<file path="src/rtl/conv_window_scan_ctrl.sv">
// Serpentine KxK window scan controller: one pixel read in flight, each pixel steered to its window row by a one-hot shift enable.
// Enable pulse follows rd_valid by one cycle; win_valid holds with reads paused until win_ready.
module conv_window_scan_ctrl #(
  parameter int W  = 64,
  parameter int H  = 64,
  parameter int K  = 11,
  parameter int B  = 8,
  parameter int AW = 12,
  parameter int XW = $clog2(W),
  parameter int YW = $clog2(H)
) (
  input  logic          clk,
  input  logic          rstn,
  input  logic          start,
  output logic          busy,
  output logic          done,
  output logic          rd_req,
  output logic [AW-1:0] rd_addr,
  input  logic          rd_valid,
  input  logic [B-1:0]  rd_data,
  output logic [B-1:0]  sh_din,
  output logic [K-1:0]  sh_up_en,
  output logic [K-1:0]  sh_down_en,
  output logic          win_valid,
  input  logic          win_ready,
  output logic [XW-1:0] win_x,
  output logic [YW-1:0] win_y
);
  localparam int RW = (K > 1) ? $clog2(K) : 1;

  localparam logic [2:0] S_IDLE  = 3'd0;
  localparam logic [2:0] S_PRIME = 3'd1;
  localparam logic [2:0] S_STEP  = 3'd2;
  localparam logic [2:0] S_WIN   = 3'd3;
  localparam logic [2:0] S_DONE  = 3'd4;

  if (W * H > 2 ** AW) begin : g_bad_aw
    $error("conv_window_scan_ctrl: W*H exceeds the 2**AW address space");
  end
  if (W < K || H < K) begin : g_bad_k
    $error("conv_window_scan_ctrl: image must be at least KxK");
  end

  logic [2:0]    state;
  logic [RW-1:0] row;
  logic [RW-1:0] col_cnt;
  logic [XW-1:0] col;
  logic          outst;
  logic          down;
  logic          accept;
  logic          last_row;
  logic          last_col;
  logic          more_x;
  logic          more_y;
  logic [AW-1:0] addr_row;

  // Even window rows scan left-to-right and shift down; odd rows the reverse.
  assign down     = ~win_y[0];
  assign accept   = rd_valid && outst && !rd_req;
  assign last_row = (row == RW'(K - 1));
  assign last_col = (state != S_PRIME) || (col_cnt == RW'(K - 1));
  assign more_x   = down ? (win_x < XW'(W - K)) : (win_x != '0);
  assign more_y   = (win_y < YW'(H - K));
  assign addr_row = AW'(win_y) + AW'(row);
  assign rd_addr  = rd_req ? (addr_row * AW'(W) + AW'(col)) : '0;

  always_ff @(posedge clk or negedge rstn) begin
    if (!rstn) begin
      state      <= S_IDLE;
      busy       <= 1'b0;
      done       <= 1'b0;
      rd_req     <= 1'b0;
      sh_din     <= '0;
      sh_up_en   <= '0;
      sh_down_en <= '0;
      win_valid  <= 1'b0;
      win_x      <= '0;
      win_y      <= '0;
      row        <= '0;
      col_cnt    <= '0;
      col        <= '0;
      outst      <= 1'b0;
    end else begin
      rd_req     <= 1'b0;
      sh_up_en   <= '0;
      sh_down_en <= '0;
      done       <= 1'b0;
      case (state)
        S_IDLE: begin
          if (start) begin
            state   <= S_PRIME;
            busy    <= 1'b1;
            win_x   <= '0;
            win_y   <= '0;
            col     <= '0;
            col_cnt <= '0;
            row     <= '0;
            rd_req  <= 1'b1;
            outst   <= 1'b1;
          end
        end
        S_PRIME, S_STEP: begin
          if (accept) begin
            sh_din <= rd_data;
            if (down) sh_down_en <= K'(1) << row;
            else      sh_up_en   <= K'(1) << row;
            if (!last_row) begin
              row    <= row + 1'b1;
              rd_req <= 1'b1;
            end else if (!last_col) begin
              row     <= '0;
              col_cnt <= col_cnt + 1'b1;
              col     <= down ? col + 1'b1 : col - 1'b1;
              rd_req  <= 1'b1;
            end else begin
              row   <= '0;
              outst <= 1'b0;
              state <= S_WIN;
              if (state == S_STEP) win_x <= down ? win_x + 1'b1 : win_x - 1'b1;
            end
          end
        end
        S_WIN: begin
          if (!win_valid) begin
            win_valid <= 1'b1;
          end else if (win_ready) begin
            win_valid <= 1'b0;
            if (more_x) begin
              state  <= S_STEP;
              col    <= down ? win_x + XW'(K) : win_x - 1'b1;
              rd_req <= 1'b1;
              outst  <= 1'b1;
            end else if (more_y) begin
              // Next row has opposite parity, so its prime starts at the far edge.
              state   <= S_PRIME;
              win_y   <= win_y + 1'b1;
              col_cnt <= '0;
              col     <= down ? XW'(W - 1) : '0;
              win_x   <= down ? XW'(W - K) : '0;
              rd_req  <= 1'b1;
              outst   <= 1'b1;
            end else begin
              state <= S_DONE;
              done  <= 1'b1;
              busy  <= 1'b0;
            end
          end
        end
        S_DONE: state <= S_IDLE;
        default: state <= S_IDLE;
      endcase
    end
  end

  a_en_exclusive: assert property (@(posedge clk) disable iff (!rstn)
    !((|sh_up_en) && (|sh_down_en)));
  a_en_onehot: assert property (@(posedge clk) disable iff (!rstn)
    $onehot0(sh_up_en | sh_down_en));

endmodule

</file>
<file path="config.mk">
export PLATFORM = sky130hd
export DESIGN_NAME = conv_window_scan_ctrl
export DESIGN_NICKNAME = d
export VERILOG_FILES = /design/src/rtl/conv_window_scan_ctrl.sv
export SDC_FILE = /design/constraint.sdc
export NUM_CORES = 1
export LEC_CHECK = 0
export ABC_CLOCK_PERIOD_IN_PS = 6650
export BUFFER_PORTS_ARGS = -buffer_cell sky130_fd_sc_hd__buf_2
export CAP_MARGIN = 10
export CORE_ASPECT_RATIO = 1.1
export CORE_MARGIN = 5
export CORE_UTILIZATION = 48
export DETAILED_ROUTE_END_ITERATION = 7
export PLACE_DENSITY = 0.71
export SETUP_SLACK_MARGIN = 0.1
export SLEW_MARGIN = 20
export SYNTH_ARGS = -nofsm -noshare
export SYNTH_HDL_FRONTEND = slang
export SYNTH_SLANG_ARGS = --single-unit
</file>
<file path="constraint.sdc">
create_clock -name clk -period 6.65 [get_ports clk]
set_clock_uncertainty 0.2 [all_clocks]
set_input_delay 0.3325 -clock clk [delete_from_list [all_inputs] [get_ports clk]]
set_output_delay 0.3325 -clock clk [all_outputs]
set_load 0.01 [all_outputs]
</file>
==> flow_summary.yaml <==
floorplanning:
  core-area_um2: 7390
  die_y_um: 101
  ios: 71
  num_rows: 33
  dieArea_um2: 9370
  die_w_um: 92.8
  start_util: 0.489
cts:
  cts_root_buf: "clkbuf_8"
  clock_path_buffers: 2
  clk_latency_ps: 340
  cts_buffers: 9
  clk_pin_slew_ps: 70
  htreeDepth: 3
  cts_sinks: 64
  cts_tree: "built"
  cts_setup_buffers: 0
yosys:
  ys_types: 68
  synth-main-ff-cell: "dfrtp_1"
  postSynthCellCount: 383
  ys_ff_latch: 64
  yosysWarnings: 0
  synth-async-reset-ratio: 1.00
  synth_nets: 414
  syn_area_per_cell_um2: 9.44
  synth_area_um2: 3620
  synth-edff-count: 0
  synth_seq_area_share: 0.443
global_route:
  grt_max_degree: 65
  antenna_found_initial: 0
  gr-total-overflow: 0
  grt_pass1_vias: 3040
  grt_first_pass_wirelength_mm: 14.5
  grt_usage: 0.194
timing:
  fin_crit_sh: 0.451
  min_period_ps: 3000
  fmax_ghz: 0.334
  hold_ws_ps: 225
  finalMaxSlewViolations: 0
  setup_viol: 0
  relSlewSlack: 0.388
  fin_tns_setup_ps: 0
  worstMarginPinSlew_ps: 917
  finalHoldViolCount: 0
  rsz0062_at_grt: "no"
cells_and_area:
  layout-drive-gt1-share: 0.225
  multi_input_area_um2: 1890
  fin_nets: 488
  seq_area_um2: 1600
  n_antenna_cell: 0
  nFillCells: 665
  syn2layout_area_growth_pct: 18.9
power_and_ir_drop:
  peakVddDrop_uv: 223
  p_leak_nw: 2.12
  power_density_nw_per_um2: 440
setup_path:
  slowest_delay_ps: 460
  worstPathArrival_ps: 2990
  cp.required_ps: 6640
  critPathKind: "reg2reg"
  setup.worst_path.start_class: "register"
  critPathSlowestCell: "o2111ai_1"
  worstPathCellList: "inv_1 -> ha_1 -> nand4bb_4 -> or3_4 -> a21boi_4 -> o2111ai_1 -> a211oi_1 -> a21oi_1"
  cp_max_fo: 12
  endpoint_kind: "register"
detailed_routing:
  routed_wl_mm: 8.56
  avgViaCountPerCell: 5.57
  drc_errors: 0
  drtAntennaViolNets: 0
  drt-wirelength-per-cell_um: 15.6
  first_pass_iters: 4
  vias: 3059
  drt_iter0_drc: 89
placed_design:
  hpwl_mm: 6.08
  numPortBuffers: 70
  place.gp.congestion: 0.869
run_status:
  status: "completed"
min_path:
  worstHoldPathType: "in2reg"
flow_run:
  maxCapViolCount: 0
==> layer usage <==
metal,up-vias,routed length [µm],global-route usage
met1,1459,3660,0.240
met4,0,176,0.0755
met3,19,410,0.0336
met2,89,4310,0.336
met5,-,0,0
li1,1492,-,-
==> cell usage after synthesis, types with 2 or more instances <==
| cell type | instances | area share |
|---|---|---|
| nor3_1 | 3 | 0.0041 |
| nand3b_1 | 2 | 0.0041 |
| nor2b_1 | 5 | 0.0086 |
| dfrtp_1 | 64 | 0.44 |
| or2_2 | 3 | 0.0052 |
| xnor2_1 | 7 | 0.017 |
| a21o_1 | 5 | 0.010 |
| o2111ai_1 | 4 | 0.0097 |
| o221ai_1 | 2 | 0.0048 |
| ha_1 | 16 | 0.055 |
| nor4b_1 | 3 | 0.0073 |
| and3_1 | 2 | 0.0035 |
| buf_1 | 2 | 0.0021 |
| o21ai_1 | 6 | 0.0083 |
| buf_4 | 2 | 0.0041 |
| nand4_1 | 3 | 0.0052 |
| nand2_1 | 56 | 0.058 |
| inv_1 | 11 | 0.011 |
| a21oi_1 | 22 | 0.030 |
| nand2b_1 | 4 | 0.0069 |
| o311ai_0 | 2 | 0.0048 |
| and2_1 | 14 | 0.024 |
| o31ai_1 | 4 | 0.0083 |
| a211oi_1 | 2 | 0.0041 |
| xor2_1 | 7 | 0.017 |
| o41ai_1 | 2 | 0.0048 |
| o21ai_0 | 18 | 0.025 |
| nand3_1 | 6 | 0.0083 |
| nor2_1 | 43 | 0.045 |
| o21a_1 | 3 | 0.0062 |
| a31oi_1 | 3 | 0.0052 |
| buf_2 | 7 | 0.0097 |
| nor3b_1 | 4 | 0.0083 |
| mux2i_1 | 4 | 0.011 |
| clkbuf_1 | 8 | 0.0083 |
| fa_1 | 2 | 0.011 |
==> where the power goes <==
group          total [W]  switching [W]  internal (W)
clock network   0.000338       0.000155      0.000183
logic           0.000913       0.000536      0.000377
registers       0.000640       0.000156      0.000484
total            0.00189       0.000846       0.00104
==> flip-flops by register name, indices dropped and copies added, names as in the netlist <==
| signal | flops |
|---|---|
| sh_down_en | 11 |
| sh_up_en | 11 |
| sh_din | 8 |
| col | 6 |
| win_x | 6 |
| win_y | 6 |
| col_cnt | 4 |
| row | 4 |
| state | 3 |
| busy | 1 |
| done | 1 |
| outst | 1 |
| rd_req | 1 |
| win_valid | 1 |
==> placed cells by master, fill, tap and decap left out, drive strengths merged, types with 6 or more instances in the layout <==
master        n
a21oi        22
and2         14
buf          73
clkbuf       11
dfrtp        64
dlygate4sd3   9
ha           16
inv          11
nand2        56
nand3         6
nor2         43
nor2b         6
o21ai        25
xnor2         7
xor2          7
==> cell families after synthesis <==
| kind of cell | share of synthesized area |
|---|---|
| mux | 0.0173 |
| fa+ha+maj | 0.0692 |
| compound gates | 0.185 |
| simple gates | 0.216 |
| buf+inv | 0.0356 |
| xor+xnor | 0.0339 |
| flops | 0.443 |
==> path summary, 6_finish.rpt <==
path,startpoint,endpoint,slack [ps],cells after the start
hold reg to reg,sh_din[3],sh_din[3],270,2
max in group asynchronous,rstn,row[2],5230,3
setup reg to reg,win_x[0],win_x[0],3650,8
setup / recovery,win_x[0],win_x[0],3650,8
hold / removal,win_ready,state[2],220,3
min in group asynchronous,rstn,sh_down_en[8],510,3
==> critical path, delay by kind of cell, from the launching register on <==
kind,cells,cell delay (ps)
compound gates,4,1200
buf+inv,1,140
flops,1,450
simple gates,2,540
fa+ha+maj,1,320
==> per-stage QoR <==
step	worst slack [ps]	power (W)	instances	area (µm²)	utilization
4_1_cts	3660	0.00190	549	4300	0.582
2_1_floorplan	4020	0.00131	383	3620	-
3_3_place_gp	3720	0.00153	524	4010	0.543
5_1_grt	3350	0.00205	549	4300	0.582
6_report	3650	0.00189	549	4300	0.582
3_5_place_dp	3680	0.00155	524	4010	0.543
==> final cells by class <==
type | instances | share of cell area
multi-input cells | 289 | 0.439
flip-flops and latches | 64 | 0.373
repair buffers | 82 | 0.108
clock buffers | 11 | 0.0329
well taps | 87 | 0.0253
clock inverters | 5 | 0.0131
inverters | 11 | 0.00960
==> timing repair <==
item / in CTS / in global routing
gates resized for setup: 0 / 0
hold buffers: 9 / 0
hold endpoints to repair: 51 / 0
Power figures use the tool's default switching activity.
